`config.mk`:
```
export PLATFORM = sky130hd
export DESIGN_NAME = frq_sweep_ctrl
export DESIGN_NICKNAME = d
export VERILOG_FILES = /design/src/rtl/frq_ctrl_pkg.sv /design/src/rtl/frq_edge_det.sv /design/src/rtl/frq_sweep_ctrl.sv
export SDC_FILE = /design/constraint.sdc
export NUM_CORES = 1
export LEC_CHECK = 0
export CAP_MARGIN = 20
export CORE_AREA = 2 2 126 128
export CTS_CLUSTER_SIZE = 16
export DETAILED_ROUTE_END_ITERATION = 8
export DIE_AREA = 0 0 128 130
export GPL_ROUTABILITY_DRIVEN = 0
export PLACE_DENSITY_LB_ADDON = 0.2
export SLEW_MARGIN = 20
export SYNTH_ARGS = -nofsm -noshare
export SYNTH_HDL_FRONTEND = slang
export SYNTH_SLANG_ARGS = --single-unit
```
`constraint.sdc`:
```
create_clock -name clk -period 2.75 [get_ports clk]
set_clock_uncertainty 0.2 [all_clocks]
set_input_delay 0.55 -clock clk [delete_from_list [all_inputs] [get_ports clk]]
set_output_delay 0.55 -clock clk [all_outputs]
set_load 0.02 [all_outputs]
```
`src/rtl/frq_ctrl_pkg.sv`:
```
// Shared types and constants for the divider sweep controller.
package frq_ctrl_pkg;

    localparam int FRQ_SEL_W = 5;

    typedef enum logic [1:0] {
        IDLE  = 2'd0,
        ARM   = 2'd1,
        DWELL = 2'd2,
        DONE  = 2'd3
    } frq_state_e;

    localparam logic [1:0] MODE_HOLD = 2'b00;
    localparam logic [1:0] MODE_UP   = 2'b01;
    localparam logic [1:0] MODE_DOWN = 2'b10;
    localparam logic [1:0] MODE_PP   = 2'b11;

endpackage

```
`src/rtl/frq_edge_det.sv`:
```
// Single-register edge detector for a signal already synchronous to clk.
module frq_edge_det (
    input  logic clk,
    input  logic reset_n,
    input  logic sig_i,
    output logic rise_o,
    output logic fall_o
);

    logic sig_q;

    // Remember the previous level so the current one can be compared with it
    always_ff @(posedge clk or negedge reset_n) begin
        if (!reset_n) begin
            sig_q <= 1'b0;
        end else begin
            sig_q <= sig_i;
        end
    end

    assign rise_o = sig_i & ~sig_q;
    assign fall_o = ~sig_i & sig_q;

endmodule

```
`src/rtl/frq_sweep_ctrl.sv`:
```
// Sweeps the divider frequency select over a range, changing it only just
// after a divider output fall so the output never sees a runt pulse.
module frq_sweep_ctrl
    import frq_ctrl_pkg::*;
#(
    parameter int SEL_W   = FRQ_SEL_W,
    parameter int DWELL_W = 8,
    parameter int WD_W    = 16
) (
    input  logic               clk,
    input  logic               reset_n,
    input  logic               start,
    input  logic               stop,
    input  logic [1:0]         mode,
    input  logic [SEL_W-1:0]   f_lo,
    input  logic [SEL_W-1:0]   f_hi,
    input  logic [DWELL_W-1:0] dwell,
    input  logic               clk_div_in,
    output logic [SEL_W-1:0]   f_select,
    output logic               busy,
    output logic               step_pulse,
    output logic               done,
    output logic               err
);

    localparam logic [SEL_W-1:0]   SEL_ONE = {{(SEL_W-1){1'b0}}, 1'b1};
    localparam logic [DWELL_W-1:0] DW_ONE  = {{(DWELL_W-1){1'b0}}, 1'b1};
    localparam logic [WD_W-1:0]    WD_ONE  = {{(WD_W-1){1'b0}}, 1'b1};
    // Counter value whose increment reaches all-ones, i.e. the trip point
    localparam logic [WD_W-1:0]    WD_TRIP = {{(WD_W-1){1'b1}}, 1'b0};

    frq_state_e         state_q, state_d;
    logic [SEL_W-1:0]   sel_q, sel_d;
    logic               busy_q, busy_d;
    logic               step_q, step_d;
    logic               done_q, done_d;
    logic               err_q, err_d;
    logic [DWELL_W-1:0] cnt_q, cnt_d;
    logic [WD_W-1:0]    wd_q, wd_d;
    logic               dir_q, dir_d;
    logic [1:0]         mode_q, mode_d;
    logic [SEL_W-1:0]   lo_q, lo_d;
    logic [SEL_W-1:0]   hi_q, hi_d;
    logic [DWELL_W-1:0] dwell_q, dwell_d;

    logic               rise;
    logic               fall;
    logic [SEL_W-1:0]   lo_in;
    logic [SEL_W-1:0]   hi_in;

    frq_edge_det u_edge (
        .clk     (clk),
        .reset_n (reset_n),
        .sig_i   (clk_div_in),
        .rise_o  (rise),
        .fall_o  (fall)
    );

    // A reversed range is accepted and simply put back in order
    assign lo_in = (f_lo > f_hi) ? f_hi : f_lo;
    assign hi_in = (f_lo > f_hi) ? f_lo : f_hi;

    // Next-state logic: sequencing, dwell counting, watchdog and stepping
    always_comb begin
        state_d = state_q;
        sel_d   = sel_q;
        busy_d  = busy_q;
        step_d  = 1'b0;
        done_d  = 1'b0;
        err_d   = err_q;
        cnt_d   = cnt_q;
        wd_d    = wd_q;
        dir_d   = dir_q;
        mode_d  = mode_q;
        lo_d    = lo_q;
        hi_d    = hi_q;
        dwell_d = dwell_q;

        case (state_q)
            IDLE: begin
                if (start && !stop) begin
                    mode_d  = mode;
                    lo_d    = lo_in;
                    hi_d    = hi_in;
                    dwell_d = (dwell == '0) ? DW_ONE : dwell;
                    err_d   = 1'b0;
                    sel_d   = (mode == MODE_DOWN) ? hi_in : lo_in;
                    busy_d  = 1'b1;
                    cnt_d   = '0;
                    wd_d    = '0;
                    dir_d   = 1'b1;
                    state_d = ARM;
                end
            end

            ARM, DWELL: begin
                if (stop) begin
                    busy_d  = 1'b0;
                    state_d = IDLE;
                end else if (!rise && !fall) begin
                    wd_d = wd_q + WD_ONE;
                    if (wd_q == WD_TRIP) begin
                        err_d   = 1'b1;
                        busy_d  = 1'b0;
                        state_d = IDLE;
                    end
                end else begin
                    wd_d = '0;
                    if (state_q == ARM) begin
                        if (fall) begin
                            cnt_d   = '0;
                            state_d = DWELL;
                        end
                    end else begin
                        if (rise && (cnt_q != dwell_q)) begin
                            cnt_d = cnt_q + DW_ONE;
                        end
                        if (fall && (cnt_q == dwell_q)) begin
                            cnt_d = '0;
                            case (mode_q)
                                MODE_HOLD: begin
                                end
                                MODE_UP: begin
                                    if (sel_q == hi_q) begin
                                        state_d = DONE;
                                    end else begin
                                        sel_d  = sel_q + SEL_ONE;
                                        step_d = 1'b1;
                                    end
                                end
                                MODE_DOWN: begin
                                    if (sel_q == lo_q) begin
                                        state_d = DONE;
                                    end else begin
                                        sel_d  = sel_q - SEL_ONE;
                                        step_d = 1'b1;
                                    end
                                end
                                MODE_PP: begin
                                    step_d = 1'b1;
                                    if (lo_q != hi_q) begin
                                        if (sel_q == hi_q) begin
                                            dir_d = 1'b0;
                                        end else if (sel_q == lo_q) begin
                                            dir_d = 1'b1;
                                        end
                                        sel_d = dir_d ? (sel_q + SEL_ONE) : (sel_q - SEL_ONE);
                                    end
                                end
                                default: begin
                                end
                            endcase
                        end
                    end
                end
            end

            DONE: begin
                busy_d  = 1'b0;
                state_d = IDLE;
                done_d  = !stop;
            end

            default: begin
                state_d = IDLE;
            end
        endcase
    end

    // State and output registers
    always_ff @(posedge clk or negedge reset_n) begin
        if (!reset_n) begin
            state_q <= IDLE;
            sel_q   <= '0;
            busy_q  <= 1'b0;
            step_q  <= 1'b0;
            done_q  <= 1'b0;
            err_q   <= 1'b0;
            cnt_q   <= '0;
            wd_q    <= '0;
            dir_q   <= 1'b1;
            mode_q  <= MODE_HOLD;
            lo_q    <= '0;
            hi_q    <= '0;
            dwell_q <= '0;
        end else begin
            state_q <= state_d;
            sel_q   <= sel_d;
            busy_q  <= busy_d;
            step_q  <= step_d;
            done_q  <= done_d;
            err_q   <= err_d;
            cnt_q   <= cnt_d;
            wd_q    <= wd_d;
            dir_q   <= dir_d;
            mode_q  <= mode_d;
            lo_q    <= lo_d;
            hi_q    <= hi_d;
            dwell_q <= dwell_d;
        end
    end

    assign f_select   = sel_q;
    assign busy       = busy_q;
    assign step_pulse = step_q;
    assign done       = done_q;
    assign err        = err_q;

endmodule

```
Word level (Yosys, flattened, before mapping). Index checks and enable logic that the tools add are counted.

Bits of input ports: 25. Bits in registers: 57. Output and inout bits: 9. Logic and storage cells: 151.

Add/sub/neg operators: 4. Reduce and logical (&&, ||, !) cells: 19. $lt $le $gt $ge: 1. Eq/ne operators: 36. Bitwise operators: 4. Muxes and demuxes: 73.

Operator list (number): 8-bit 2-to-1 mux (8); 5-bit 2-to-1 mux (12); 16-bit 2-to-1 mux (3); 16-bit one-hot mux with 2 select lines (1); 1-bit 2-to-1 mux (31); 2-bit 2-to-1 mux (9); 2-bit inequality test, second input constant (9); 3-bit inequality test, second input constant (6); 16-bit by 1-bit adder with 16-bit output, second input constant (1); 16-bit equality test, second input constant (1); 8-bit one-hot mux with 2 select lines (1); 5-bit one-hot mux with 3 select lines (1); 6-bit inequality test, second input constant (2); 2-bit equality test, second input constant (5); 5-bit equality test (2); 5-bit inequality test, second input constant (2); 5-bit one-hot mux with 2 select lines (1); 10-bit AND reduction (1); 8-bit by 1-bit adder with 8-bit output, second input constant (1); 8-bit equality test (1); 8-bit logical NOT (1); 4-bit inequality test, second input constant (2); 8-bit inequality test (1); 8-bit AND reduction (1); 23 further kinds (34).

Depth between registers and ports, before layout.
Word-level depth: 18. Gate-level depth with buffers: 10.

Cells and area by module. A second synthesis with hierarchy kept.

Cell total of the unflattened synthesis: 405. Area total of the unflattened synthesis: 3667.3 um2.

By module, submodules not included: frq_sweep_ctrl (area an instance 3627.2 um2, sequential area each 1402.6 um2, times used 1, cells an instance 402); frq_edge_det (area an instance 40.0 um2, sequential area each 25.0 um2, times used 1, cells an instance 3).

Least setup slack after synthesis. No wires, ideal clock.

Path type: input -> register. Start point: input clk_div_in. End point: register sel_q[4] (netlist: f_select[4]). Arrival time: 2506 ps. Path slack: -82 ps. Buffers on the path: 1. Cell stages on the path: 9. Path through: inv_1 ha_1 clkbuf_1 o21ai_0 o211ai_1 a21oi_1 or4b_4 a31o_1 a221o_1.

Word-level cells in the longest chain between the ends: 6. Elaborated cells on any way between the ends: 10. Classes of those cells: eq/ne: 2; bitwise: 3; reduce/logical: 5.

RTL lines: start: declaration (RTL line frq_sweep_ctrl.sv:18) `input logic clk_div_in,`; 1-bit NOT (RTL line frq_edge_det.sv:22) `assign fall_o = ~sig_i & sig_q;`; 1-bit AND (RTL line frq_edge_det.sv:22); 1-bit logical NOT (RTL line frq_sweep_ctrl.sv:100) `end else if (!rise && !fall) begin`; 1-bit logical AND (RTL line frq_sweep_ctrl.sv:100); 2-bit inequality test (no source line); 10-bit AND reduction (no source line) (*); end signal: assignment (RTL line frq_sweep_ctrl.sv:188) `sel_q <= sel_d;`; end: declaration (RTL line frq_sweep_ctrl.sv:33) `logic [SEL_W-1:0] sel_q, sel_d;`.

Every way passes the cells marked *; elsewhere a longest branch is shown, timed or not. A chain may end at the register's enable or synchronous reset.

Worst setup path in the final report.
Start point: input f_lo[1]. End point: register sel_q[4] (netlist: f_select[4]).

Word-level cells in the longest chain between the ends: 5. Elaborated cells on any way between the ends: 6. Classes of those cells: order compare: 1; mux: 5.

RTL lines: start: declaration (RTL line frq_sweep_ctrl.sv:15) `input logic [SEL_W-1:0] f_lo,`; 5-bit greater-than comparator (*) (RTL line frq_sweep_ctrl.sv:60, frq_sweep_ctrl.sv:61); 5-bit 2-to-1 mux, on equally long branches (RTL line frq_sweep_ctrl.sv:60, frq_sweep_ctrl.sv:61); 5-bit 2-to-1 mux (*) (RTL line frq_sweep_ctrl.sv:87) `sel_d = (mode == MODE_DOWN) ? hi_in : lo_in;`; 5-bit 2-to-1 mux (*) (RTL line frq_sweep_ctrl.sv:81) `if (start && !stop) begin`; 5-bit one-hot mux with 2 select lines (*) (RTL line frq_sweep_ctrl.sv:79) `case (state_q)`.

Every way passes the cells marked *; elsewhere a longest branch is shown, timed or not. The select of a mux whose other input is x is not followed.

==> summary.md <==
| Metric | Value |
|---|---|
| # hold bufs at CTS | `0` |
| Detailed Route WL | `9.97 mm` |
| Static Leakage | `2.32 nW` |
| Detail Route Antenna Nets | `0` |
| Initial antenna violation count | `0` |
| Starting Density | `24.4%` |
| R2R Path Start | `state_q[0]$_DFFE_PN0P_` |
| Most used DFF post-synth | `dfrtp_1` |
| Antenna diode instance count | `0` |
| Total Power | `4.79 mW` |
| Pin count of the biggest net entering global routing | `22` |
| CTS sink cnt | `57` |
| Core ar. | `15,400 µm²` |
| Initial DRT Pass Iterations | `4` |
| DP Area | `4700 µm²` |
| CP Launch Type | `primary input` |
| Synth async-reset ratio | `100%` |
| Post-synth net total | `456` |
| Number of synthesized flops with an enable pin | `0` |
| Post-layout minimum cycle time | `2.67 ns` |
| Setup slack, reg-to-reg | `0.18 ns` |
| Max cap viols | `0` |
| Slew Viols, Final | `0` |
| Metal2 WL | `4.81 mm` |
| Initial DRC Count | `142` |
| Worst reg2reg path depth | `8` |
| Reg clk slew, reported paths | `0.05 ns` |
| F_max | `374 MHz` |
| Site row count | `46` |
| Critical path capture point type | `register` |
| Yosys reg bits | `57` |
| Die height | `130 µm` |
| Top routing layer used | `met4` |
| Global Route Usage Sum | `12.6%` |
| VDD IR max | `0.000361 V` |
| Clk root buf | `clkbuf_16` |
| Most frequent cell after synthesis | `dfrtp_1` |
| Smallest hold slack | `-0.0175 ns` |
| Syn_area_per_cell | `9.20 µm²` |
| DR WL/cell | `14.4 µm` |
| Cell count after synthesis | `410` |
| Layout cells sized above 1 | `23.8%` |
| Violated checks | `negative hold slack` |
| Metal3 WL | `269 µm` |
| Synth area leader | `dfrtp_1` |
| Hold Crit Class | `primary input to asynchronous set/reset pin` |
| Via count of the routed design | `3,310` |
| Clk Latency, worst-skew pair | `0.34 ns` |
| Sequential cell area | `1430 µm²` |
| Arrival time worst endpoint | `2.69 ns` |
| Bufs on Longest Clock Path | `2` |
| Detailed-route vias per instance | `4.79` |
| Number of global-route vias before repair | `3,280` |
| Post-CTS Setup Bufs | `0` |
| Global route overflow | `0` |
| Detailed placement HPWL | `7.70 mm` |
| Post-route cell area | `5150 µm²` |
| Setup crit start | `f_lo[1]` |
| Worst r2r dst | `f_select[4]$_DFFE_PN0P_` |
| Run status | `complete, but fails checks` |
| Slew @ Worst Pin | `0.527 ns` |
| H-tree levels | `3` |
| TritonCTS Buffers | `9` |
| Setup-failing EPs final | `0` |
| Top cells by count, synth | `dfrtp_1 (56), nand2_1 (36), nor2_1 (36)` |
| Multi-input logic area | `2340 µm²` |
| Fin nets | `541` |
| WL met1 | `4.70 mm` |
| # port buffers | `33` |
| Area share of the largest cell type after synthesis | `37.2%` |
| Final Hold Viols | `19` |
| Setup tns final | `0 ns` |
| Top Ports | `34` |
| Crit path max fanout | `2` |
| Synth cell types | `55` |
| Fill count | `1,618` |
| Seq/Total Area, Yosys | `37.9%` |
| Layout area overhead | `36.5%` |
| Area contributors post-synth | `dfrtp_1 (37%), ha_1 (7.0%), xor2_1 (7.0%), mux2_2 (4.5%), nand2_1 (3.6%)` |
| Slew HR | `64.5%` |
| WS Path Type | `primary input to register` |
| Die area | `16,600 µm²` |
| DRC | `0` |
| First-pass GRT wire length | `16.3 mm` |
| Final period util | `97.2%` |
| Required @ worst endpoint | `2.77 ns` |
| CTS tree | `yes` |
| Die width | `128 µm` |
| Mapped Area | `3770 µm²` |
| YS warnings | `0` |
| Power Density | `930 nW/µm²` |
[through the flow]
step / worst slack [ns] / util (%) / cells
after floorplan: 0.0157 / - / 410
after global placement: -0.429 / 30.5 / 676
after detailed placement: -0.448 / 30.5 / 676
after CTS: -0.0349 / 32.4 / 691
after global routing: -0.00492 / 33.4 / 691
final: 0.0757 / 33.4 / 691
[final cells by class]
| cell class | count | share of cell area [%] |
|---|---|---|
| clock buffer | 12 | 4.98 |
| clock inverter | 3 | 0.778 |
| inverter | 21 | 1.53 |
| multi-input combinational | 317 | 45.5 |
| sequential | 57 | 27.7 |
| tap | 192 | 4.67 |
| timing repair buffer | 89 | 14.8 |
[kinds of logic (layout without fill, tap and decap cells)]
logic type / count (synthesis) / in the layout / synth area share (%)
multiplexers: 22 / 22 / 6.34
adder cells (fa/ha/maj): 21 / 21 / 6.97
buffers and inverters: 36 / 125 / 3.68
AO/OA/AOI/OAI: 84 / 84 / 15.0
flip-flops: 57 / 57 / 37.9
AND/OR/NAND/NOR: 149 / 149 / 20.7
XOR/XNOR: 41 / 41 / 9.52
[worst max path at each step]
stage,end
final,f_select[4]$_DFFE_PN0P_
after CTS,f_select[4]$_DFFE_PN0P_
after detailed placement,f_select[4]$_DFFE_PN0P_
after floorplan,f_select[4]$_DFFE_PN0P_
after global placement,f_select[4]$_DFFE_PN0P_
after global routing,f_select[4]$_DFFE_PN0P_
[power breakdown]
part / switching, mW / internal, mW / leakage [nW]
Clock: 0.383 / 0.741 / 0.148
Combinational: 1.26 / 1.10 / 1.44
Sequential: 0.233 / 1.07 / 0.737
Total: 1.88 / 2.91 / 2.32
[sequential cells by signal, summed over array words and instances, names as in the netlist]
name / flops
wd_q: 16
cnt_q: 8
dwell_q: 8
f_select: 5
hi_q: 5
lo_q: 5
mode_q: 2
state_q: 2
busy: 1
dir_q: 1
done: 1
err: 1
step_pulse: 1
u_edge.sig_q: 1
[cells in the final DEF, fill, tap and decap left out, types with 3 or more instances in the layout]
cell type	count
clkbuf_16	9
inv_1	16
ha_4	4
clkdlybuf4s50_1	25
o211ai_1	4
nor4_1	4
a221oi_1	3
a21oi_1	13
inv_2	4
nor2_1	36
nand3_1	14
or3_1	3
and4_1	3
o221a_2	3
xor2_1	30
nor3_1	7
dlymetal6s2s_1	6
nand4_1	14
o21ai_0	25
mux2i_1	5
nand2b_1	4
xnor2_1	10
a31o_2	4
and3_1	9
a21boi_0	3
nand2_1	36
dfrtp_1	56
nor2b_1	5
and2_1	6
ha_1	16
buf_4	56
mux2_2	14
[timing repair]
item | in CTS | in global routing
endpoints found under the setup margin | 3 | 12
pin swaps | 1 | 4
resized for setup | 3 | 27
gates cloned | 0 | 0
endpoints found under the hold margin | 0 | 0
[critical path, stage by stage]
cell             delay (ns)
clkdlybuf4s50_1        0.48
ha_4                   0.30
nand4_1                0.11
buf_4                  0.18
o221ai_4               0.23
xnor2_2                0.16
mux2i_2                0.26
o22ai_1                0.13
a221o_1                0.30
[layer usage]
layer / vias to the layer above / global-route usage [%]
met2: 34 / 21.0
met3: 12 / 3.36
met5: - / 0
met4: 0 / 4.65
met1: 1621 / 15.8
li1: 1643 / -
(Power assumes the default switching activity.)
